$ cat config.mk
export PLATFORM = sky130hd
export DESIGN_NAME = id_ex_pipeline_reg
export DESIGN_NICKNAME = d
export VERILOG_FILES = /design/src/rtl/id_ex_pipeline_reg.sv
export SDC_FILE = /design/constraint.sdc
export NUM_CORES = 1
export LEC_CHECK = 0
export BUFFER_PORTS_ARGS = -buffer_cell sky130_fd_sc_hd__buf_4
export CAP_MARGIN = 5
export CORE_MARGIN = 1
export CORE_UTILIZATION = 30
export CTS_CLUSTER_DIAMETER = 40
export DETAILED_ROUTE_END_ITERATION = 16
export MAX_ROUTING_LAYER = met4
export PLACE_DENSITY_LB_ADDON = 0.05
export SLEW_MARGIN = 20
export SYNTH_ARGS = -nofsm -noshare
export SYNTH_HDL_FRONTEND = slang
export SYNTH_SLANG_ARGS = --single-unit
$ cat constraint.sdc
create_clock -name clk -period 4.63 [get_ports clk]
set_input_delay 0.926 -clock clk [delete_from_list [all_inputs] [get_ports clk]]
set_output_delay 0.926 -clock clk [all_outputs]
set_load 0.005 [all_outputs]
$ cat src/rtl/id_ex_pipeline_reg.sv
// Decode-to-execute pipeline register with stall, flush and a saturating bubble counter.
// Every output comes straight from a flop. A bubble (flush, or a load of an invalid slot) bumps the counter on that same edge.
module id_ex_pipeline_reg #(
    parameter int DATA_WIDTH = 32,
    parameter int CNT_WIDTH  = 16
) (
    input  logic                  clk,
    input  logic                  rst_n,
    input  logic                  EnE,
    input  logic                  FlushE,
    input  logic                  ValidD,
    input  logic                  RegWriteD,
    input  logic [1:0]            ResultSrcD,
    input  logic                  MemWriteD,
    input  logic                  ALUsrcD,
    input  logic                  BranchD,
    input  logic                  JumpD,
    input  logic [3:0]            ALUControlD,
    input  logic [2:0]            Funct3D,
    input  logic [DATA_WIDTH-1:0] RD1D,
    input  logic [DATA_WIDTH-1:0] RD2D,
    input  logic [DATA_WIDTH-1:0] PCD,
    input  logic [DATA_WIDTH-1:0] PCPlus4D,
    input  logic [DATA_WIDTH-1:0] ImmExtD,
    input  logic [4:0]            Rs1D,
    input  logic [4:0]            Rs2D,
    input  logic [4:0]            RdD,
    output logic                  ValidE,
    output logic                  RegWriteE,
    output logic [1:0]            ResultSrcE,
    output logic                  MemWriteE,
    output logic                  ALUsrcE,
    output logic                  BranchE,
    output logic                  JumpE,
    output logic [3:0]            ALUControlE,
    output logic [2:0]            Funct3E,
    output logic [DATA_WIDTH-1:0] RD1E,
    output logic [DATA_WIDTH-1:0] RD2E,
    output logic [DATA_WIDTH-1:0] PCE,
    output logic [DATA_WIDTH-1:0] PCPlus4E,
    output logic [DATA_WIDTH-1:0] ImmExtE,
    output logic [4:0]            Rs1E,
    output logic [4:0]            Rs2E,
    output logic [4:0]            RdE,
    output logic [CNT_WIDTH-1:0]  BubbleCount
);

    typedef struct packed {
        logic                  valid;
        logic                  reg_write;
        logic [1:0]            result_src;
        logic                  mem_write;
        logic                  alu_src;
        logic                  branch;
        logic                  jump;
        logic [3:0]            alu_control;
        logic [2:0]            funct3;
        logic [DATA_WIDTH-1:0] rd1;
        logic [DATA_WIDTH-1:0] rd2;
        logic [DATA_WIDTH-1:0] pc;
        logic [DATA_WIDTH-1:0] pc_plus4;
        logic [DATA_WIDTH-1:0] imm_ext;
        logic [4:0]            rs1;
        logic [4:0]            rs2;
        logic [4:0]            rd;
    } ex_bundle_t;

    localparam logic [CNT_WIDTH-1:0] CNT_MAX = {CNT_WIDTH{1'b1}};
    localparam logic [CNT_WIDTH-1:0] CNT_ONE = {{(CNT_WIDTH-1){1'b0}}, 1'b1};

    ex_bundle_t           ex_d, ex_q;
    logic [CNT_WIDTH-1:0] bubble_cnt_d, bubble_cnt_q;
    logic                 bubble_s;

    // Next-state of the execute bundle and the bubble counter.
    always_comb begin
        ex_d         = ex_q;
        bubble_s     = 1'b0;
        bubble_cnt_d = bubble_cnt_q;
        if (FlushE) begin
            ex_d     = '0;
            bubble_s = 1'b1;
        end else if (EnE) begin
            ex_d.valid       = ValidD;
            ex_d.result_src  = ResultSrcD;
            ex_d.alu_src     = ALUsrcD;
            ex_d.alu_control = ALUControlD;
            ex_d.funct3      = Funct3D;
            ex_d.rd1         = RD1D;
            ex_d.rd2         = RD2D;
            ex_d.pc          = PCD;
            ex_d.pc_plus4    = PCPlus4D;
            ex_d.imm_ext     = ImmExtD;
            ex_d.rs1         = Rs1D;
            ex_d.rs2         = Rs2D;
            ex_d.rd          = RdD;
            // Select rather than AND so unknown controls on an invalid slot still yield a clean 0.
            if (ValidD) begin
                ex_d.reg_write = RegWriteD;
                ex_d.mem_write = MemWriteD;
                ex_d.branch    = BranchD;
                ex_d.jump      = JumpD;
            end else begin
                ex_d.valid     = 1'b0;
                ex_d.reg_write = 1'b0;
                ex_d.mem_write = 1'b0;
                ex_d.branch    = 1'b0;
                ex_d.jump      = 1'b0;
                bubble_s       = 1'b1;
            end
        end else begin
            ex_d = ex_q;
        end

        if (bubble_s && (bubble_cnt_q != CNT_MAX)) begin
            bubble_cnt_d = bubble_cnt_q + CNT_ONE;
        end else begin
            bubble_cnt_d = bubble_cnt_q;
        end
    end

    // State registers with synchronous active-low reset.
    always_ff @(posedge clk) begin
        if (!rst_n) begin
            ex_q         <= '0;
            bubble_cnt_q <= {CNT_WIDTH{1'b0}};
        end else begin
            ex_q         <= ex_d;
            bubble_cnt_q <= bubble_cnt_d;
        end
    end

    assign ValidE      = ex_q.valid;
    assign RegWriteE   = ex_q.reg_write;
    assign ResultSrcE  = ex_q.result_src;
    assign MemWriteE   = ex_q.mem_write;
    assign ALUsrcE     = ex_q.alu_src;
    assign BranchE     = ex_q.branch;
    assign JumpE       = ex_q.jump;
    assign ALUControlE = ex_q.alu_control;
    assign Funct3E     = ex_q.funct3;
    assign RD1E        = ex_q.rd1;
    assign RD2E        = ex_q.rd2;
    assign PCE         = ex_q.pc;
    assign PCPlus4E    = ex_q.pc_plus4;
    assign ImmExtE     = ex_q.imm_ext;
    assign Rs1E        = ex_q.rs1;
    assign Rs2E        = ex_q.rs2;
    assign RdE         = ex_q.rd;
    assign BubbleCount = bubble_cnt_q;

endmodule

Word-level counts from Yosys, hierarchy flattened
Cells that the tools add are included.

Input bits: 194. Logic and storage cells: 30. Bits in registers: 206. Output and inout port bits: 206.

Mux-type cells: 7. Add/subtract/negate cells: 1. Equal/unequal tests: 1. Reductions and logical operators: 2. Bitwise gates (word level): 1.

Operator list (count): $add A16 B1 Y16 const B (1); $ne A16 B16 Y1 const B (1); $mux W1 (6); $mux W2 (1); $reduce_or A2 Y1 (1); $logic_and A1 B1 Y1 (1); $not A1 Y1 (1).

Logic depth before layout (Yosys ltp)
Gate-level depths: netlist of run 1.

Depth in word-level cells: 4. Depth in mapped cells: 6. Mapped depth without buffers: 6.

Worst setup path after synthesis of run 1
OpenSTA, ideal clock, no wires.

Path kind: input to register. Start point: in EnE. End point: reg bubble_cnt_q[5], in the netlist BubbleCount[5]. Slack: 2.582 ns. Arrival time: 1.933 ns. Stages on the path: 6. Library setup time: 0.115 ns. Required time: 4.515 ns. Buffers on the path: 1. Cell sequence: buf_2 > and2b_1 > nor2_1 > nor4b_1 > xor2_1 > and2_1.

Cells in the longest elaborated chain, start to end: 3.

RTL lines: start, declared (RTL line 9) `input logic EnE,`; $mux W1 (RTL line 83) `end else if (EnE) begin`; $mux W1 (RTL line 80) `if (FlushE) begin`; $logic_and A1 B1 Y1 (RTL line 115) `if (bubble_s && (bubble_cnt_q != CNT_MAX)) begin`; end signal, assigned (RTL line 126) `bubble_cnt_q <= {CNT_WIDTH{1'b0}};`; end signal, assigned (RTL line 129) `bubble_cnt_q <= bubble_cnt_d;`; end, declared (RTL line 72) `logic [CNT_WIDTH-1:0] bubble_cnt_d, bubble_cnt_q;`.

Every way passes these cells. A chain may end at the register's enable or synchronous reset.

==> run metrics, run 1 <==
Synth Register Bits 206; CP Class in2reg; root buffer cell clkbuf_16; CTS tree built; Reg2Reg Depth 6; Reg clk slew, reported paths 0.05 ns; setup_tns 0 ns; RR Startpoint BubbleCount[0]; clk_lat worst skew between 0.4 and 0.5 ns; status finished, final reports clean; Pre-Repair DR Iteration Count 4; Antenna Violating Nets Remaining 0; GRT overflow 0; Power per Cell Area 403 nW/um^2; fraction of layout cells with a size suffix above 1 41.0%; Area Growth Syn to Fin 59.1%; Rel. slew slack 43.6%; pin count of the biggest net entering global routing 115; unrepaired setup endpoints after global routing false; initial detailed-routing violation count 220; Wirelength per Cell 15.9 um; fin nets 1303; Post-Syn Area per Cell 10.5 um^2; Synth Area in Adders 0.167%; # clock sinks 206; post-synth cell types 28; Max rail drop VDD ~230 uV; worst slew pin tran between 0.8 and 0.9 ns; Mapped Cells just over 700; Top Ports 400; Worst R2R End BubbleCount[6]; mapped cell area 7480 um^2; Hold-fix buffers, CTS 0; Hold Path Class reg2reg; register-to-register setup slack 2.78 ns; pins over their slew limit 0; first-pass GRT wire length 34.8 mm; full die area between 20000 and 30000 um^2; Die Wd 160 um; Highest Clock Rate 457 MHz; GPL Wtd Cong around 0.76; buffers added on ports 399; DP Worst Slack 1.98 ns; post-layout min period approximately 2.2 ns; Fin Clk Skew 0.00634 ns; final wirelength 23.2 mm; Syn. warnings 0; Arrival @ worst endpoint 2.53 ns; vias in the first global route 6312; Core ar. roughly 24000 um^2; Via density 4.35; mux contribution to synthesized area between 20% and 30%; Critical Path Sink Type register; DRC viols 0; CTS-repair resized insts 0; CTS Buf Count 35; ratio of final minimum period to clock period 47.3%; Final Hold Vio Count 0; Worst Path Required 4.98 ns; # rows 57; total track usage 18.0%; crit path launch type primary input; # setup viols final 0; final worst slack 2.44 ns; xor/xnor cell area share of the yosys netlist 0.820%; Pleak 5.93 nW; clock buffer depth 3; fin area 11900 um^2; Max Cap Viol 0; post-detail-place hpwl roughly 17 mm; largest family of logic cells by synthesized area multiplexers; placed cell area 10800 um^2; H-tree depth 2; Synth Area in Compound Gates 1.10%; Final Core Density around 49%; initial antenna violation count 1; crit path to ImmExtE[12]; Fillers 2386; Post-CTS Setup Bufs 0; detailed-route via count 6328; crit path from EnE; Simple-Gate Fraction of Synth Area 14.4%; Synthesized Nets between 900 and 1000; die height 160 um; Initial Util 30.7%; post-synthesis sequential area ratio approximately 55%; CP Max Fanout 114
[worst max-delay path, stage by stage]
cell and delay [ns]:
buf_8 0.40, buf_12 0.61, mux2i_1 0.28, nor2_1 0.05
[cells in the final DEF, fill, tap and decap left out, drive strengths merged, types with 2 or more instances in the layout]
master      n
buf       405
dfxtp     206
mux2i     191
nor2      191
clkbuf     44
nand2      12
nand2b     11
nand3       9
xor2        7
and2        7
nand4       7
clkinv      7
a21oi       5
nor3        3
clkinvlp    3
bufinv      3
inv         3
nor4        3
and3        2
a31oi       2
o21ai       2
[registers in the layout, indices dropped and copies added (netlist names), 2 cells and up]
name	cells
ALUControlE	4
BubbleCount	16
Funct3E	3
ImmExtE	32
PCE	32
PCPlus4E	32
RD1E	32
RD2E	32
RdE	5
ResultSrcE	2
Rs1E	5
Rs2E	5
[cell families (layout without fill, tap and decap cells)]
kind of cell | count (synthesis) | after routing
buffers and inverters | 45 | 465
AOI/OAI and AO/OA | 13 | 13
adders and majority gates | 1 | 1
DFF | 206 | 206
and+or+nand+nor | 248 | 248
muxes | 191 | 191
xor gates and xnor gates | 7 | 7
other | 0 | 1
[final cells by class]
cell class	count	area, um^2	area share, %
repair buffers	405	3070	25.8
multi-input cells	460	3160	26.5
flip-flops and latches	206	4120	34.7
clock buffers	44	951	7.99
well taps	324	405	3.41
clock inverters	16	189	1.59
diodes	1	2.50	0.0210
[how the worst min path moves through the flow]
stage	from	endpoint	slack, ns	depth (start not counted)
after floorplan	BranchE	BranchE	0.46	2
after global placement	BranchE	BranchE	0.46	2
after detailed placement	MemWriteE	MemWriteE	0.46	2
after CTS	MemWriteE	MemWriteE	0.47	2
after global routing	JumpE	JumpE	0.48	2
final	MemWriteE	MemWriteE	0.47	2
[cell usage after synthesis]
cell	instances	share of area [%]
dfxtp_1	206	55
mux2i_1	191	26
nor2_1	190	9.5
buf_2	30	2.0
clkbuf_1	15	0.75
nand2_1	12	0.60
nand2b_1	11	0.92
nand3_1	9	0.60
and2_1	7	0.59
xor2_1	7	0.82
nand4_1	6	0.50
a21oi_1	5	0.33
nor3_1	3	0.20
a31oi_1	2	0.17
and3_1	2	0.17
nor4_4	2	0.57
o21ai_0	2	0.13
a21boi_0	1	0.10
a41o_1	1	0.13
and2b_1	1	0.10
ha_1	1	0.17
nand4_4	1	0.28
nor2_2	1	0.084
nor2b_1	1	0.084
nor4_1	1	0.084
nor4b_1	1	0.12
o211a_1	1	0.13
o21bai_1	1	0.10
[power breakdown]
part           switching, mW  internal (mW)  total [mW]
sequential            0.0310           1.83        1.86
clock                  0.868           1.63        2.49
combinational          0.175          0.259       0.433
total                   1.07           3.72        4.79
[per-layer routing]
layer / GRT usage, % / wire (um)
met3: 6.78 / 2300
met4: 5.71 / 499
met5: - / 0
met1: 19.4 / 9110
met2: 30.3 / 11300
[metrics by stage]
step	power [mW]	hold WS, ns	cells
3_3_place_gp	2.34	0.459	1395
2_1_floorplan	2.08	0.462	711
4_1_cts	4.88	0.471	1455
3_5_place_dp	2.34	0.462	1395
5_1_grt	4.99	0.480	1456
6_report	4.79	0.467	1456
No activity file was read; power rests on OpenSTA's default activity.
==> inputs of run 2 (changes only) <==
Settings changed: ABC_AREA from default to 1.
Clock period 4.63 ns to 1.9 ns, I/O delays scaled along.
==> run 2 against run 1 <==
Sequential cell count is the same. First-iteration DRC count rose by 65%. Critical path depth down 3. Sequential share of layout area decreased by 0.78 points. Global-route usage is 2.3 points higher. Critical path type is now reg2out. Largest cell class unchanged.
==> run metrics, run 2 <==
initial antenna violation count 0 (-1); Hold-fix buffers, CTS 0 (unchanged); Area Growth Syn to Fin 62.4%; top-count cell post-synth nand2_1; commonest non-fill, non-tap cell in the layout nand2_1; clock buffer depth 3 (unchanged); initial detailed-routing violation count 362 (+65%); fraction of layout cells with a size suffix above 1 35.1% (-5.9 points); WP depth 1 (-3); Post-Syn Area per Cell 7.58 um^2 (-28%); final wirelength 26.0 mm (+12%); Switching Fraction 22.1% (-0.34 points); Reg2Reg Depth 6 (unchanged); Pleak 5.49 nW (-7.4%); Synth Register Bits 206 (unchanged); synth cell count leaders nand2_1 (414), dfxtp_1 (206), a21oi_1 (201); Internal 9.64 mW (+160%); CP peak stage delay 0.48 ns (-0.13 ns); Clk pwr share 55.1% (+3.1 points); Fillers 2459 (+3.1%); die height 160 um (+0.12%); # clock sinks 206 (unchanged); GRT overflow 0 (unchanged); post-synth top area share 55.0% (-0.13 points); CP Max Fanout 6 (-95%); fin nets 1577 (+21%); top cells by area, synth dfxtp_1 (55%), nand2_1 (21%), a21oi_1 (13%), buf_2 (2.3%), nor2_1 (2.3%); Flop pwr share 36.6% (-2.3 points); combinational group share of total power 8.3% (-0.7 points); Final Hold Vio Count 0 (unchanged); vias in the first global route 7260 (+15%); CTS-repair resized insts 0 (unchanged); Critical Path Sink Type output port; full die area 25600 um^2 (+0.23%); CTS tree built; Hold Crit Depth 3 (+1); CP Class reg2out; CP max stage cell dfxtp_1; Pre-Repair DR Iteration Count 4 (unchanged); crit path launch type register; pin count of the biggest net entering global routing 98 (-15%); H-tree depth 2 (unchanged); DRC viols 0 (unchanged); Highest Clock Rate 661 MHz; area of the multi-input gates 3010 um^2 (-4.8%); Antenna Violating Nets Remaining 0 (unchanged); Core ar. 24400 um^2 (unchanged); ratio of final minimum period to clock period 79.6%; root buffer cell clkbuf_16; Mapped Cells 989 (+39%); post-synth top area cell dfxtp_1; clk_lat worst skew 0.49 ns (about the same); Wirelength per Cell 15.0 um (-5.7%); post-layout min period 1.51 ns; pins over their slew limit 0 (unchanged); P_sw 2.73 mW (+150%); ys flop type dfxtp_1; setup_tns 0 ns (unchanged); Via density 4.48 (+3.0%); Reg clk slew, reported paths 0.05 ns (about the same); post-detail-place hpwl 18.2 mm (+8.3%); Worst Path Required 1.52 ns (-3.46 ns); first-pass GRT wire length 40.3 mm (+16%); Hold Path Class in2reg; unrepaired setup endpoints after global routing false; Post-synth ARST share 0% (unchanged); Buf/Inv on CP 1 (-1); Synthesized Nets 1184 (+31%); detailed-route via count 7744 (+22%); Syn. warnings 0 (unchanged); Fin Clk Skew 0.0108 ns (+0.00444 ns); Initial Util 30.7% (+0.072 points); # setup viols final 0 (unchanged); Max Cap Viol 0 (unchanged); critical path's top delay family flip-flops; n_diodes 0 (-1); Post-CTS Setup Bufs 0 (unchanged); Die Wd 160 um (+0.12%); worst slew pin tran 0.492 ns (-0.354 ns); Arrival @ worst endpoint 1.13 ns (-1.40 ns); buffers added on ports 399 (unchanged); CTS Buf Count 35 (unchanged); Power per Cell Area 1020 nW/um^2 (+150%); total track usage 20.3% (+2.3 points); post-synthesis sequential area ratio 55.0% (-0.13 points); mapped cell area 7500 um^2 (+0.23%); # rows 57 (unchanged); post-synth cell types 20 (-29%); most frequent cells in the layout nand2_1 (413), buf_4 (408), dfxtp_1 (206); storage element area 4120 um^2 (unchanged); Rel. slew slack 67.2% (+24 points); Top Ports 400 (unchanged); GPL Wtd Cong 0.828 (+8.4%); EDFF count, synth 0 (unchanged); status finished, final reports clean; Max rail drop VDD 562 uV (+140%); Final Core Density 49.9% (+1.1 points); CP Cell Sequence buf_4
## run 2: power groups by stage
stage | sequential, mW | clock (mW) | combinational, mW
global placement | 4.61 | 0 | 1.04
finish | 4.53 | 6.81 | 1.03
CTS | 4.53 | 6.97 | 1.05
global route | 4.54 | 7.18 | 1.14
detailed placement | 4.61 | 0 | 1.04
floorplan | 4.62 | 0 | 0.365
## run 2: final timing paths
kind                     endpoint            start  slack (ns)
setup / recovery  BubbleCount[11]  BubbleCount[11]        0.39
setup reg to reg   BubbleCount[2]   BubbleCount[0]        0.39
hold reg to reg          RD2E[31]         RD2E[31]        0.46
hold / removal       PCPlus4E[30]     PCPlus4D[30]        0.14
## run 2: final cells by class
class	count	area share, %
clock buffer	44	8.07
clock inverter	17	2.37
inverter	18	0.596
multi-input combinational	701	24.7
sequential	206	33.9
tap	324	3.33
timing repair buffer	420	27.1
## run 2: per-stage QoR
step	instance area [um^2]	power [mW]	hold WS (ns)	cells	setup WS, ns
6_report	12200	12.4	0.137	1730	0.388
2_1_floorplan	7500	4.99	0.456	989	0.547
5_1_grt	12200	12.9	0.120	1730	0.177
3_5_place_dp	10900	5.66	0.451	1669	0.403
4_1_cts	12200	12.5	0.118	1730	0.359
3_3_place_gp	10900	5.65	0.447	1669	0.401
## run 2: metal layers
metal | part of all wire (%) | GRT usage, % | up-vias
li1 | - | - | 3961
met1 | 43 | 25.3 | 3439
met2 | 45 | 31.1 | 309
met3 | 9.8 | 6.81 | 35
met4 | 1.9 | 5.71 | 0
met5 | 0 | - | -
## run 2: kinds of logic (layout without fill, tap and decap cells)
logic type                 count (synthesis)  after routing  synth area share, %
AOI/OAI and AO/OA                        204            204                 13.6
adders and majority gates                  1              1                0.167
buffers and inverters                     82            499                 4.99
DFF                                      206            206                 55.0
and+or+nand+nor                          496            496                 26.2
==> inputs of run 3 (changes only) <==
Clock period 1.9 ns to 1.45 ns, I/O delays scaled along.
==> run 3 against run 2 <==
Critical path depth increased by 1. Clock skew decreased by 0.0044 ns. First-iteration DRC count increased by 5.2%. Highest routed layer unchanged. Largest power group unchanged. Critical endpoint is now BubbleCount[2]. Largest cell class unchanged.
==> run metrics, run 3 (synthesis results as in run 2) <==
Most Used Layer, Global Route met2; root buffer cell clkbuf_16; ratio of final minimum period to clock period 96.8%; CP Max Fanout 6 (unchanged); buffers added on ports 399 (unchanged); critical path's top delay family flip-flops; Buf/Inv on CP 2 (+1); final worst slack 0.0461 ns (-0.342 ns); Die Wd 160 um (unchanged); worst slew pin tran 0.462 ns (-0.0300 ns); pins over their slew limit 0 (unchanged); RR Startpoint BubbleCount[1]; Rel. slew slack 69.2% (+2.0 points); full die area 25600 um^2 (unchanged); CTS Buf Count 38 (+8.6%); CP peak stage delay 0.36 ns (-0.12 ns); clock buffer depth 3 (unchanged); Reg clk slew, reported paths 0.06 ns (about the same); detailed-route via count 7775 (+0.40%); WP depth 2 (+1); pin count of the biggest net entering global routing 99 (+1.0%); Hold-fix buffers, CTS 0 (unchanged); Final Hold Vio Count 0 (unchanged); Fin Clk Skew 0.00640 ns (-0.00438 ns); total track usage 20.1% (-0.21 points); # clock sinks 206 (unchanged); Most common cell on crit path buf_4; setup_tns 0 ns (unchanged); initial detailed-routing violation count 381 (+5.2%); unrepaired setup endpoints after global routing false; Reg2Reg Depth 8 (+2); final wirelength 26.0 mm (about the same); Max Cap Viol 0 (unchanged); post-route insts no fill 1745 (+0.87%); first-pass GRT wire length 40.0 mm (-0.80%); CP Class reg2out; CTS tree built; Arrival @ worst endpoint 1.11 ns (-0.02 ns); Overall Power 16.0 mW (+29%); commonest non-fill, non-tap cell in the layout buf_4; Pleak 5.55 nW (+1.0%); # rows 57 (unchanged); H-tree depth 2 (unchanged); post-detail-place hpwl 17.9 mm (-1.6%); CP max stage cell dfxtp_4; crit path from BubbleCount[2]; vias in the first global route 7387 (+1.7%); crit path to BubbleCount[2]; post-layout min period 1.40 ns; n_diodes 0 (unchanged); status finished, final reports clean; GR Util met2 31.8% (+0.77 points); placed instance count 1676 (+0.42%); GRT met1 Usage 24.1% (-1.2 points); register-to-register setup slack 0.12 ns (-0.27 ns); met3 usage 6.65% (-0.16 points); Top Ports 400 (unchanged); fin nets 1587 (+0.63%); CP Cell Sequence buf_4, buf_4; Highest Clock Rate 712 MHz; GPL Wtd Cong 0.870 (+5.0%); Worst Path Required 1.16 ns (-0.36 ns); most frequent cells in the layout buf_4 (417), nand2_1 (411), a21oi_1 (201); # setup viols final 0 (unchanged); Hold Slack 0.0516 ns (-0.0858 ns); Critical Path Sink Type output port; GRT overflow 0 (unchanged); Pre-Repair DR Iteration Count 4 (unchanged); Via density 4.46 (-0.46%); clk_lat worst skew 0.49 ns (about the same); initial antenna violation count 0 (unchanged); Max rail drop VDD 911 uV (+62%); Post-CTS Setup Bufs 0 (unchanged); Area Growth Syn to Fin 63.8%; Fillers 2401 (-2.4%); Wirelength per Cell 14.9 um (-0.92%); Power per Cell Area 1300 nW/um^2 (+28%); Initial Util 30.7% (unchanged); DRC viols 0 (unchanged); Core ar. 24400 um^2 (unchanged); Hold Path Class in2reg; Worst R2R End BubbleCount[11]; DP Worst Slack -0.00771 ns (-0.410 ns); fraction of layout cells with a size suffix above 1 36.8% (+1.7 points); die height 160 um (unchanged); crit path launch type register; Antenna Violating Nets Remaining 0 (unchanged)
## run 3: changes by cell type in the layout (fill, tap and decap cells not counted), sizes merged
cell,change
clkinvlp,+2
clkinv,+5
inv,-2
buf,+7
clkbuf,+8
bufinv,-5
## run 3: metal layers
metal	part of all wire, %	wire length, um	vias to the layer above
met2	47	12200	295
met3	9.5	2480	44
met1	41	10800	3452
li1	-	-	3984
met5	0	0	-
met4	2.1	555	0
## run 3: area by class of cell
type,instances,area (um^2),area share (%)
Sequential cell,206,4140,33.7
Timing Repair Buffer,427,3320,27.1
Multi-Input combinational cell,701,3060,24.9
Clock buffer,52,1110,9.02
Tap cell,324,405,3.30
Clock inverter,17,173,1.41
Inverter,18,72.6,0.591
## run 3: worst min-delay path by stage
stage | startpoint | end | slack (ns) | depth (start not counted)
2_1_floorplan | RD1D[20] | RD1E[20] | 0.43 | 2
3_3_place_gp | RD1E[8] | RD1E[8] | 0.45 | 2
3_5_place_dp | RD2E[25] | RD2E[25] | 0.45 | 2
4_1_cts | RD1D[3] | RD1E[3] | 0.03 | 3
5_1_grt | RD1D[5] | RD1E[5] | 0.03 | 3
6_report | PCD[23] | PCE[23] | 0.05 | 3
## run 3: worst register-to-register path: stages (launching register included)
cell and delay, ns:
dfxtp_2 0.35, buf_4 0.13, nand3_1 0.14, nor2_4 0.17, nand2_1 0.07, nor2_1 0.18, nand3_2 0.09, nand2_1 0.06
nor2_1 0.03
## run 3: power breakdown
group / internal [mW] / total (mW) / switching, mW
Sequential: 5.85 / 5.94 / 0.0917
Combinational: 0.733 / 1.35 / 0.614
Clock: 5.72 / 8.70 / 2.97
Total: 12.3 / 16.0 / 3.68
## run 3: what timing repair did
item / in CTS / in global routing
pin swaps: 0 / 5
resized for setup: 4 / 20
endpoints found under the setup margin: 6 / 19
## run 3: metrics by stage
| step | util [%] | cell area (um^2) |
|---|---|---|
| 2_1_floorplan | - | 7500 |
| 3_3_place_gp | 44.8 | 10900 |
| 3_5_place_dp | 44.8 | 10900 |
| 4_1_cts | 50.1 | 12200 |
| 5_1_grt | 50.3 | 12300 |
| 6_report | 50.3 | 12300 |
